**config.mk**
```make
export PLATFORM = sky130hd
export DESIGN_NAME = ccff_chain_loader_flat
export DESIGN_NICKNAME = d
export VERILOG_FILES = /design/src/rtl/ccff_chain_loader_if.sv /design/src/rtl/ccff_chain_loader.sv /design/src/flat_wrapper.sv
export SDC_FILE = /design/constraint.sdc
export NUM_CORES = 1
export LEC_CHECK = 0
export ABC_CLOCK_PERIOD_IN_PS = 13000
export CORE_ASPECT_RATIO = 0.75
export CORE_MARGIN = 2
export CORE_UTILIZATION = 45
export DETAILED_ROUTE_END_ITERATION = 7
export PLACE_DENSITY_LB_ADDON = 0.1
export SLEW_MARGIN = 0
export SYNTH_ARGS = -nofsm -noshare
export SYNTH_HDL_FRONTEND = slang
export SYNTH_SLANG_ARGS = --single-unit
```
**constraint.sdc**
```tcl
create_clock -name clk -period 13 [get_ports clk]
set_clock_uncertainty 0.2 [all_clocks]
set_input_delay 1.95 -clock clk [delete_from_list [all_inputs] [get_ports clk]]
set_output_delay 1.95 -clock clk [all_outputs]
set_load 0.01 [all_outputs]
```
**src/rtl/ccff_chain_loader_if.sv**
```systemverilog
// rtl/ccff_chain_loader_if.sv - configuration word stream between a word source and the chain loader
interface ccff_chain_loader_if #(
    parameter int WORD_W = 32
);
    logic [WORD_W-1:0] s_data;
    logic              s_valid;
    logic              s_ready;

    modport master (output s_data, output s_valid, input s_ready);
    modport slave  (input s_data, input s_valid, output s_ready);
endinterface

```
**src/rtl/ccff_chain_loader.sv**
```systemverilog
// rtl/ccff_chain_loader.sv - serialises configuration words LSB-first into the CCFF chain and commits it
module ccff_chain_loader #(
    parameter int WORD_W    = 32,
    parameter int CHAIN_LEN = 1024
) (
    input  logic                 clk,
    input  logic                 reset,
    input  logic                 start,
    ccff_chain_loader_if.slave   s,
    output logic                 ccff_head,
    output logic                 cfg_shift_en,
    input  logic                 ccff_tail,
    output logic                 cfg_en,
    output logic                 cfg_done,
    output logic                 busy,
    output logic [WORD_W-1:0]    tail_word
);
    localparam int CW = $clog2(CHAIN_LEN + 1);
    localparam int BW = $clog2(WORD_W + 1);
    localparam int AW = ((CW > BW) ? CW : BW) + 1;

    typedef enum logic [1:0] {IDLE, LOAD, DONE} state_t;
    state_t state, state_nxt;

    logic [WORD_W-1:0] sreg;
    logic [BW-1:0]     bits_left;
    logic [CW-1:0]     bits_sent;

    logic          shift, xfer, start_ok, last_bit;
    logic [AW-1:0] buffered, sent_nxt, room;
    logic [BW-1:0] take;

    assign shift    = (state == LOAD) && (bits_left != '0);
    assign buffered = AW'(bits_sent) + AW'(bits_left);
    // Accept the next word while the last buffered bit is still shifting, so words run back-to-back.
    assign s.s_ready = (state == LOAD) && (bits_left <= BW'(1)) && (buffered < AW'(CHAIN_LEN));
    assign xfer     = s.s_valid && s.s_ready;
    assign start_ok = start && (state != LOAD);
    assign sent_nxt = AW'(bits_sent) + (shift ? AW'(1) : AW'(0));
    assign last_bit = shift && (sent_nxt == AW'(CHAIN_LEN));
    assign room     = AW'(CHAIN_LEN) - sent_nxt;
    assign take     = (room > AW'(WORD_W)) ? BW'(WORD_W) : BW'(room);

    always_ff @(posedge clk) begin
        if (reset) begin
            state <= IDLE;
        end else begin
            state <= state_nxt;
        end
    end

    always_comb begin
        state_nxt = state;
        case (state)
            IDLE:    if (start) state_nxt = LOAD;
            LOAD:    if (last_bit) state_nxt = DONE;
            DONE:    if (start) state_nxt = LOAD;
            default: state_nxt = IDLE;
        endcase
    end

    always_ff @(posedge clk) begin
        if (reset || start_ok) begin
            sreg      <= '0;
            bits_left <= '0;
            bits_sent <= '0;
            tail_word <= '0;
        end else begin
            if (shift) begin
                sreg      <= sreg >> 1;
                bits_left <= bits_left - 1'b1;
                bits_sent <= sent_nxt[CW-1:0];
                tail_word <= {ccff_tail, tail_word[WORD_W-1:1]};
            end
            // A transfer on the final shift edge of a word overrides the shift of sreg/bits_left.
            if (xfer) begin
                sreg      <= s.s_data;
                bits_left <= take;
            end
        end
    end

    assign ccff_head    = sreg[0];
    assign cfg_shift_en = shift;
    assign cfg_en       = (state == DONE);
    assign cfg_done     = (state == DONE);
    assign busy         = (state == LOAD);
endmodule
```
**src/flat_wrapper.sv**
```systemverilog
// flat-port wrapper written by rule: the top's interface ports become plain ports
module ccff_chain_loader_flat 
#(
    parameter int WORD_W    = 32,
    parameter int CHAIN_LEN = 1024
)
  (clk, reset, start, ccff_head, cfg_shift_en, ccff_tail, cfg_en, cfg_done, busy, tail_word, s_s_data, s_s_valid, s_s_ready);
  ccff_chain_loader_if #(.WORD_W(WORD_W)) s_i ();
  input  logic clk;
  input  logic reset;
  input  logic start;
  output logic ccff_head;
  output logic cfg_shift_en;
  input  logic ccff_tail;
  output logic cfg_en;
  output logic cfg_done;
  output logic busy;
  output logic [WORD_W-1:0] tail_word;
  input wire logic [$bits(s_i.s_data)-1:0] s_s_data;
  input wire logic [$bits(s_i.s_valid)-1:0] s_s_valid;
  output wire logic [$bits(s_i.s_ready)-1:0] s_s_ready;
  assign s_i.s_data = s_s_data;
  assign s_i.s_valid = s_s_valid;
  assign s_s_ready = s_i.s_ready;
  ccff_chain_loader #(.WORD_W(WORD_W), .CHAIN_LEN(CHAIN_LEN)) u_core (.clk(clk), .reset(reset), .start(start), .s(s_i), .ccff_head(ccff_head), .cfg_shift_en(cfg_shift_en), .ccff_tail(ccff_tail), .cfg_en(cfg_en), .cfg_done(cfg_done), .busy(busy), .tail_word(tail_word));
endmodule
```
# == After elaboration in Yosys (flattened, before gate mapping) ==
# Index checks and enable logic that the tools add are counted.
# word_totals
reg_bits,83
latch_bits,0
ramBits,0
mem_bits_ro,0
input_bits,37
out_inout_bits,38
wordCells,39
n_memories,0
# op_classes
n_addsub,4
multipliers,0
div,0
magnitude_cmp,3
eq_ne,6
shift,0
muxes,9
bitwise,0
n_reduce_logical,12
# op_table
op,count
32-bit 2-to-1 mux,2
6-bit 2-to-1 mux,3
11-bit by 12-bit adder with 12-bit output,1
11-bit by 6-bit adder with 12-bit output,1
"12-bit by 11-bit == test with 1-bit output, second input constant",1
"12-bit by 6-bit greater-than comparator with 1-bit output, second input constant",1
"12-bit by 11-bit less-than comparator with 1-bit output, second input constant",1
"11-bit by 12-bit subtractor with 12-bit output, first input constant",1
"6-bit by 1-bit <= comparator with 1-bit output, second input constant",1
1-bit logical AND,6
"2-bit by 1-bit != test with 1-bit output, second input constant",3
6-bit nonzero test,1
"6-bit by 1-bit subtractor with 6-bit output, second input constant",1
2-bit 2-to-1 mux,2
2-bit case mux with 2 select lines,1
"2-bit by 1-bit == test with 1-bit output, second input constant",1
"2-bit == test, second input constant",1
2-bit zero test,1
2-bit AND reduction,1
2-bit nonzero test,1
2-bit OR reduction,1
1-bit logical OR,1
1-bit 2-to-1 mux,1

# == Depth between registers and ports, before layout ==
# Gate-level depths: netlist (run 1).
# logic_depth
ltp_word,8
mapped_depth,17

# == Least setup slack after synthesis (run 1) ==
# No wires, ideal clock.
# synth_path
path_kind,register to register
from,reg u_core.bits_left[0]
to,reg u_core.bits_left[5]
setup_time_ps,125
t_arrival_ps,3886
t_required_ps,12675
setup_slack_ps,8789
path_stages_with_launch,17
n_path_buf,2
period_less_slack_ps,4211
path_cell_list,dfxtp_1 -> inv_1 -> ha_1 -> nand2_1 -> nand2_1 -> inv_2 -> clkbuf_1 -> buf_1 -> ha_1 -> ha_1 -> nand3_2 -> or4b_1 -> mux2i_1 -> a21oi_1 -> a2111oi_4 -> nor2_2 -> o41a_1
# synth_via
elab_chain_cells,8
# synth_lines
item,line,source
"start, declared",ccff_chain_loader.sv:26,logic [BW-1:0] bits_left;
"start signal, assigned",ccff_chain_loader.sv:71,bits_left <= bits_left - 1'b1;
"start signal, assigned",ccff_chain_loader.sv:78,bits_left <= take;
6-bit nonzero test *,ccff_chain_loader.sv:33,assign shift = (state == LOAD) && (bits_left != '0);
1-bit logical AND *,ccff_chain_loader.sv:33,
net cfg_shift_en,flat_wrapper.sv:13,output logic cfg_shift_en;
1-bit 2-to-1 mux,ccff_chain_loader.sv:39,assign sent_nxt = AW'(bits_sent) + (shift ? AW'(1) : AW'(0));
11-bit by 12-bit adder with 12-bit output,ccff_chain_loader.sv:39,
11-bit by 12-bit subtractor with 12-bit output,ccff_chain_loader.sv:41,assign room = AW'(CHAIN_LEN) - sent_nxt;
12-bit by 6-bit greater-than comparator with 1-bit output,ccff_chain_loader.sv:42,assign take = (room > AW'(WORD_W)) ? BW'(WORD_W) : BW'(room);
6-bit 2-to-1 mux,ccff_chain_loader.sv:42,
6-bit 2-to-1 mux,ccff_chain_loader.sv:76,if (xfer) begin
# The timed path passes the listed nets; every way through them passes the cells marked *. The select of a mux whose other input is x is not followed.
# A chain may end at the register's enable or synchronous reset.

# == Worst setup path in the final report (run 1) ==
# layout_path
from,reg u_core.bits_left[2]
to,reg u_core.bits_left[5]
# layout_via
elab_chain_cells,8
# layout_lines
item,line
6-bit nonzero test,ccff_chain_loader.sv:33
1-bit logical AND,ccff_chain_loader.sv:33
1-bit 2-to-1 mux,ccff_chain_loader.sv:39
11-bit by 12-bit adder with 12-bit output,ccff_chain_loader.sv:39
11-bit by 12-bit subtractor with 12-bit output,ccff_chain_loader.sv:41
12-bit by 6-bit greater-than comparator with 1-bit output,ccff_chain_loader.sv:42
6-bit 2-to-1 mux,ccff_chain_loader.sv:42
6-bit 2-to-1 mux,ccff_chain_loader.sv:76
# Parallel ways exist; a longest one is shown, timed or not. The select of a mux whose other input is x is not followed.

==> results of run 1 <==
## critical path: cells and delay by family, from the launching register on
kind	cells	cell delay [ns]
compound gates	5	1.49
xor+xnor	1	0.27
fa+ha+maj	2	0.69
buf+inv	3	0.99
flops	1	0.36
simple gates	4	1.01
## metal layers
metal	GRT usage [%]	part of all wire (%)	vias up
met4	5.37	0.87	0
met1	28.7	49	1810
li1	-	-	1997
met3	4.04	5.9	11
met5	0	0	-
met2	29.9	44	99
## logic make-up (layout without fill, tap and decap cells)
| group | after synthesis | count (layout) | share of synthesized area, % |
|---|---|---|---|
| XOR/XNOR | 23 | 23 | 4.83 |
| other | 0 | 1 | 0 |
| AO/OA/AOI/OAI | 112 | 112 | 16.2 |
| multiplexers | 1 | 1 | 0.240 |
| adder cells (fa/ha/maj) | 12 | 12 | 3.60 |
| buffers and inverters | 47 | 103 | 5.35 |
| flip-flops | 83 | 83 | 39.9 |
| AND/OR/NAND/NOR | 281 | 281 | 29.9 |
## worst min path at each step
stage	to	slack, ns	depth (start not counted)
after global routing	u_core.tail_word[26]$_SDFFE_PP0P_	0.28	2
after global placement	u_core.tail_word[0]$_SDFFE_PP0P_	0.25	2
after floorplan	u_core.sreg[31]$_SDFFE_PP0P_	0.25	2
final	u_core.tail_word[15]$_SDFFE_PP0P_	0.26	2
after CTS	u_core.tail_word[26]$_SDFFE_PP0P_	0.27	2
after detailed placement	u_core.tail_word[26]$_SDFFE_PP0P_	0.26	2
## stage by stage
stage / instances / utilization, % / area (um2) / power, mW / setup slack (ns)
2_1_floorplan: 559 / - / 4170 / 0.315 / 8.79
3_3_place_gp: 711 / 54.4 / 4900 / 0.339 / 8.10
3_5_place_dp: 711 / 54.4 / 4900 / 0.341 / 7.84
4_1_cts: 727 / 57.9 / 5220 / 0.604 / 7.83
5_1_grt: 727 / 57.9 / 5220 / 0.624 / 7.43
6_report: 728 / 57.9 / 5220 / 0.596 / 7.82
## synth_stat cells, types with 3 or more instances
master and number:
o21ai_0 37, nor3_1 3, nor4_1 5, nand2_1 146, buf_4 3, ha_1 12
nand3_1 43, inv_1 8, nand4_1 7, nor2_1 49, or3_1 7, a21oi_1 49
o31ai_1 3, o21ai_1 3, xor2_1 10, clkbuf_1 28, dfxtp_1 83, nand2b_1 4
xnor2_1 13, a21o_1 3
## state kept, by name, indices dropped and copies added, names as in the netlist
signal            count
u_core.sreg          32
u_core.tail_word     32
u_core.bits_sent     11
u_core.bits_left      6
u_core.state          2
## power breakdown
group | total [mW] | switching, mW | leakage (nW) | internal, mW
Clock | 0.261 | 0.105 | 0.155 | 0.156
Combinational | 0.0704 | 0.0417 | 1.07 | 0.0287
Sequential | 0.264 | 0.00381 | 0.671 | 0.261
## final cells by class
cell class / count / area [um2] / share of cell area (%)
Antenna cell: 1 / 2.50 / 0.0480
Tap cell: 112 / 140 / 2.69
Multi-Input combinational cell: 429 / 2300 / 44.0
Timing Repair Buffer: 78 / 771 / 14.8
Clock buffer: 10 / 239 / 4.58
Clock inverter: 6 / 72.6 / 1.39
Sequential cell: 83 / 1660 / 31.8
Inverter: 9 / 33.8 / 0.647
==> flow_summary_export.csv, run 1 <==
group,metric,value,unit
clocking,clockBufferDepth,2,
clocking,htreeDepth,3,
setup_path,cp_max_fo,81,
flow_run,maxCapViolations,0,
global_routing,grt_pass1_vias,3413,
finish,fillers,873,
place,io_buffer_count,74,
logic_synthesis,synth_seq_area_share,39.9,%
timing,hold_violations,0,
global_routing,grt_remaining_overflow,0,
routing,routed_via_density,5.38,
routing,finalWirelength,9.81,mm
die,die_x,115,um
clocking,ctsResizeCount,0,
setup_path,cp-end-kind,"register",
setup_path,crit_arrival,5.20,ns
setup_path,ff2ff_path_depth,15,
setup_path,max_stage_delay,0.56,ns
logic_synthesis,synth_top_area_share,39.9,%
routing,vias,3917,
setup_path,setup.worst_path.start_class,"register",
routing,dr.pass1.iters,4,
die,row_count,30,
global_routing,grt_pass1_wl,16.2,mm
clocking,cts_setup_buffers,0,
routing,drc_errors,0,
clocking,cts_hold_buf,0,
min_path,hp-start,"u_core.tail_word[16]$_SDFFE_PP0P_",
clocking,insertion_delay,0.33,ns
setup_path,cp-startpoint,"u_core.bits_left[2]$_SDFFE_PP0P_",
setup_path,path_cells,"nor4_1 -> nand2_1 -> nand2_2 -> buf_4 -> inv_2 -> buf_4 -> ha_1 -> ha_1 -> or3_1 -> a21o_4 -> a2111oi_2 -> o211ai_1 -> xnor2_1 -> o311ai_2 -> o41a_1",
logic_synthesis,synth_top_area_cell,"dfxtp_1",
logic_synthesis,synthDistinctLibCells,57,
setup_path,critPathKind,"register to register",
global_routing,grt_max_degree,82,
place,place_congestion,0.963,
power,vdd_drop_max,0.0726,mV
clocking,path_clk_slew,0.07,ns
setup_path,critical-path-slowest-cell,"buf_4",
clocking,cts_buffers,9,
clocking,root_buffer,"clkbuf_16",
place,dp.final_hpwl,6.53,mm
routing,ant_nets,0,
die,pin_count,75,
min_path,hp-class,"register to register",
timing,fin_tns_setup,0,ns
finish,finalNetCount,659,
timing,clock.fmax,193,MHz
power,leakagePower,1.90,nW
timing,tightest_slew,0.811,ns
run_status,status,"finished, final reports clean",
routing,first_iter_violations,394,
finish,syn_to_final_growth,25.2,%
logic_synthesis,yosys_warnings,0,
routing,wl_per_cell,13.5,um
clocking,cts_tree,"built",
die,initial_utilization,46.3,%
timing,post-route-period-util,39.9,%
setup_path,crit_end,"u_core.bits_left[5]$_SDFFE_PP0P_",
logic_synthesis,synthCells,559,
timing,rsz0062_at_grt,"false",
logic_synthesis,synth_edf_count,0,
die,dieHeight,87.3,um
logic_synthesis,ys.flop_type,"dfxtp_1",
setup_path,cp.required,13.01,ns
global_routing,grt_usage,19.8,%
finish,drive_gt1_share,6.18,%
timing,slew_headroom,46.0,%
setup_path,r2r-start,"u_core.bits_left[2]$_SDFFE_PP0P_",
logic_synthesis,synth.area.top_cells,"dfxtp_1 40%, nand2_1 13%, a21oi_1 5.9%",
logic_synthesis,syn-cell-area,4170,um2
setup_path,reg2reg_to,"u_core.bits_left[5]$_SDFFE_PP0P_",
power,cellPowerDensity,114,nW/um2
logic_synthesis,syn-num-nets,608,
global_routing,antenna_found_initial,0,
timing,setup_viol,0,
logic_synthesis,avgSynthCellArea,7.45,um2
timing,fin_crit,5.18,ns
die,dieArea,10100,um2
timing,drv_slew,0,
finish,final_common_cell,"nand2_1",
die,core_area,9010,um2
finish,mostFrequentLayoutCells,"145 x nand2_1, 83 x dfxtp_1, 74 x clkdlybuf4s50_1",
logic_synthesis,synth-async-reset-ratio,0,%
timing,hold_ws,0.263,ns
clocking,clock-sinks,83,
setup_path,r2r_setup_slack,7.82,ns
logic_synthesis,ys_ff_latch,83,
Power figures use the tool's default switching activity.
==> inputs of run 2 (changes only) <==
ABC_CLOCK_PERIOD_IN_PS = 4870   (was 13000)
clock period = 4.87 ns   (was 13 ns; I/O delays follow)
==> run 2 against run 1 <==
Effect of this change: non-clock buffer count unchanged; worst setup slack worse by 6.9 ns; fmax up 30%; design area up 0.36%; via count down 0.54%.
==> flow_summary_export.csv, run 2 (synthesis results as in run 1) <==
group,metric,value,unit
setup_path,critPathKind,"register to register",
setup_path,reg2reg_to,"u_core.bits_left[5]$_SDFFE_PP0P_",
timing,clock.fmax,251,MHz
power,vdd_drop_max,0.167,mV
global_routing,antenna_found_initial,0,
run_status,status,"finished, final reports clean",
place,place_congestion,0.935,
flow_run,maxCapViolations,0,
routing,drc_errors,0,
setup_path,path_cells,"nor4_1 -> nand2_1 -> nand2_2 -> inv_2 -> ha_1 -> ha_1 -> or3_1 -> a21o_4 -> a2111oi_2 -> o211ai_1 -> xnor2_1 -> o311ai_2 -> o41a_1",
setup_path,cp_max_fo,7,
global_routing,grt_pass1_vias,3421,
clocking,clock-sinks,83,
clocking,root_buffer,"clkbuf_16",
power,leakagePower,1.90,nW
global_routing,grt_pass1_wl,16.6,mm
clocking,cts_hold_buf,0,
setup_path,cp.required,4.89,ns
power,power.total,1.65,mW
timing,post-route-period-util,81.8,%
clocking,ctsResizeCount,0,
routing,vias,3896,
global_routing,grt_max_degree,76,
timing,hold_violations,0,
finish,finalNetCount,659,
die,row_count,30,
die,pin_count,75,
die,dieArea,10100,um2
routing,first_iter_violations,315,
clocking,path_clk_slew,0.07,ns
timing,fin_crit,3.98,ns
routing,wl_per_cell,14.0,um
routing,ant_nets,0,
min_path,hp-class,"register to register",
setup_path,critical-path-slowest-cell,"nor4_1",
finish,final_common_cell,"nand2_1",
finish,syn_to_final_growth,25.7,%
clocking,clockBufferDepth,2,
die,initial_utilization,46.3,%
timing,setup_viol,0,
timing,rsz0062_at_grt,"false",
setup_path,max_stage_delay,0.42,ns
place,io_buffer_count,74,
clocking,cts_tree,"built",
setup_path,cp-startpoint,"u_core.bits_left[2]$_SDFFE_PP0P_",
routing,routed_via_density,5.36,
global_routing,grt_remaining_overflow,0,
routing,dr.pass1.iters,4,
die,dieHeight,87.3,um
finish,n_antenna_cell,0,
setup_path,ff2ff_path_depth,13,
finish,reg_top3,"u_core.sreg: 32 flops, u_core.tail_word: 32 flops, u_core.bits_sent: 11 flops",
setup_path,crit_arrival,4.01,ns
clocking,cts_buffers,9,
finish,drive_gt1_share,6.18,%
finish,mostFrequentLayoutCells,"145 x nand2_1, 83 x dfxtp_1, 74 x clkdlybuf4s50_1",
setup_path,path_depth,13,
setup_path,r2r_setup_slack,0.89,ns
power,cellPowerDensity,315,nW/um2
clocking,insertion_delay,0.34,ns
die,die_x,115,um
setup_path,critPathBufInv,1,
timing,fin_tns_setup,0,ns
setup_path,r2r-start,"u_core.bits_left[2]$_SDFFE_PP0P_",
timing,tightest_slew,1.04,ns
timing,drv_slew,0,
routing,finalWirelength,10.2,mm
global_routing,grt_usage,20.8,%
timing,slew_headroom,30.6,%
clocking,htreeDepth,3,
place,dp.final_hpwl,6.76,mm
setup_path,crit_end,"u_core.bits_left[5]$_SDFFE_PP0P_",
setup_path,crit_top_cell,"ha_1",
die,core_area,9010,um2
clocking,cts_setup_buffers,0,
setup_path,path_delay_family,"compound AO/OA/AOI/OAI gates",
setup_path,cp-end-kind,"register",
setup_path,setup.worst_path.start_class,"register",
run 2: worst register-to-register path, cell delays in order, from the launching register on:
cell and delay [ns]:
dfxtp_1 0.36, nor4_1 0.42, nand2_1 0.12, nand2_2 0.09, inv_2 0.07, ha_1 0.28, ha_1 0.30, or3_1 0.35
a21o_4 0.23, a2111oi_2 0.41, o211ai_1 0.17, xnor2_1 0.28, o311ai_2 0.24, o41a_1 0.35
run 2: area by class of cell:
| type | instances | area, um2 |
|---|---|---|
| Fill cell | 864 | 3770 |
| Inverter | 9 | 33.8 |
| Clock buffer | 9 | 225 |
| Clock inverter | 7 | 108 |
| Sequential cell | 83 | 1660 |
| Timing Repair Buffer | 78 | 771 |
| Multi-Input combinational cell | 429 | 2300 |
| Tap cell | 112 | 140 |
run 2: how the worst min path moves through the flow:
stage	cells past startpoint	slack, ns	endpoint	startpoint
after floorplan	2	0.25	u_core.sreg[31]$_SDFFE_PP0P_	u_core.sreg[31]$_SDFFE_PP0P_
after global placement	2	0.25	u_core.tail_word[21]$_SDFFE_PP0P_	u_core.tail_word[22]$_SDFFE_PP0P_
after detailed placement	2	0.26	u_core.tail_word[0]$_SDFFE_PP0P_	u_core.tail_word[0]$_SDFFE_PP0P_
after CTS	2	0.27	u_core.tail_word[26]$_SDFFE_PP0P_	u_core.tail_word[27]$_SDFFE_PP0P_
after global routing	2	0.29	u_core.tail_word[26]$_SDFFE_PP0P_	u_core.tail_word[27]$_SDFFE_PP0P_
final	2	0.27	u_core.tail_word[6]$_SDFFE_PP0P_	u_core.tail_word[7]$_SDFFE_PP0P_
run 2: power breakdown:
part / switching, mW / internal [mW] / leakage (nW)
clock: 0.296 / 0.459 / 0.160
combinational: 0.112 / 0.0768 / 1.07
sequential: 0.00993 / 0.696 / 0.671
total: 0.417 / 1.23 / 1.90
run 2: routing by layer:
layer	global-route usage, %	routed length [um]	vias to the layer above	part of all wire [%]
met2	31.1	4430	90	44
li1	-	-	1994	-
met5	0	0	-	0
met1	29.6	5120	1802	50
met4	5.81	106	0	1.0
met3	5.29	502	10	4.9
run 2: per-stage QoR:
stage               cell area [um2]  hold WS, ns  util (%)  cells  setup slack (ns)
finish                         5240        0.266      58.1    727             0.885
detailed placement             4900        0.261      54.4    711             0.902
global placement               4900        0.255      54.4    711              1.06
global route                   5240        0.290      58.1    727             0.550
floorplan                      4170        0.248         -    559             0.659
CTS                            5240        0.269      58.1    727             0.889
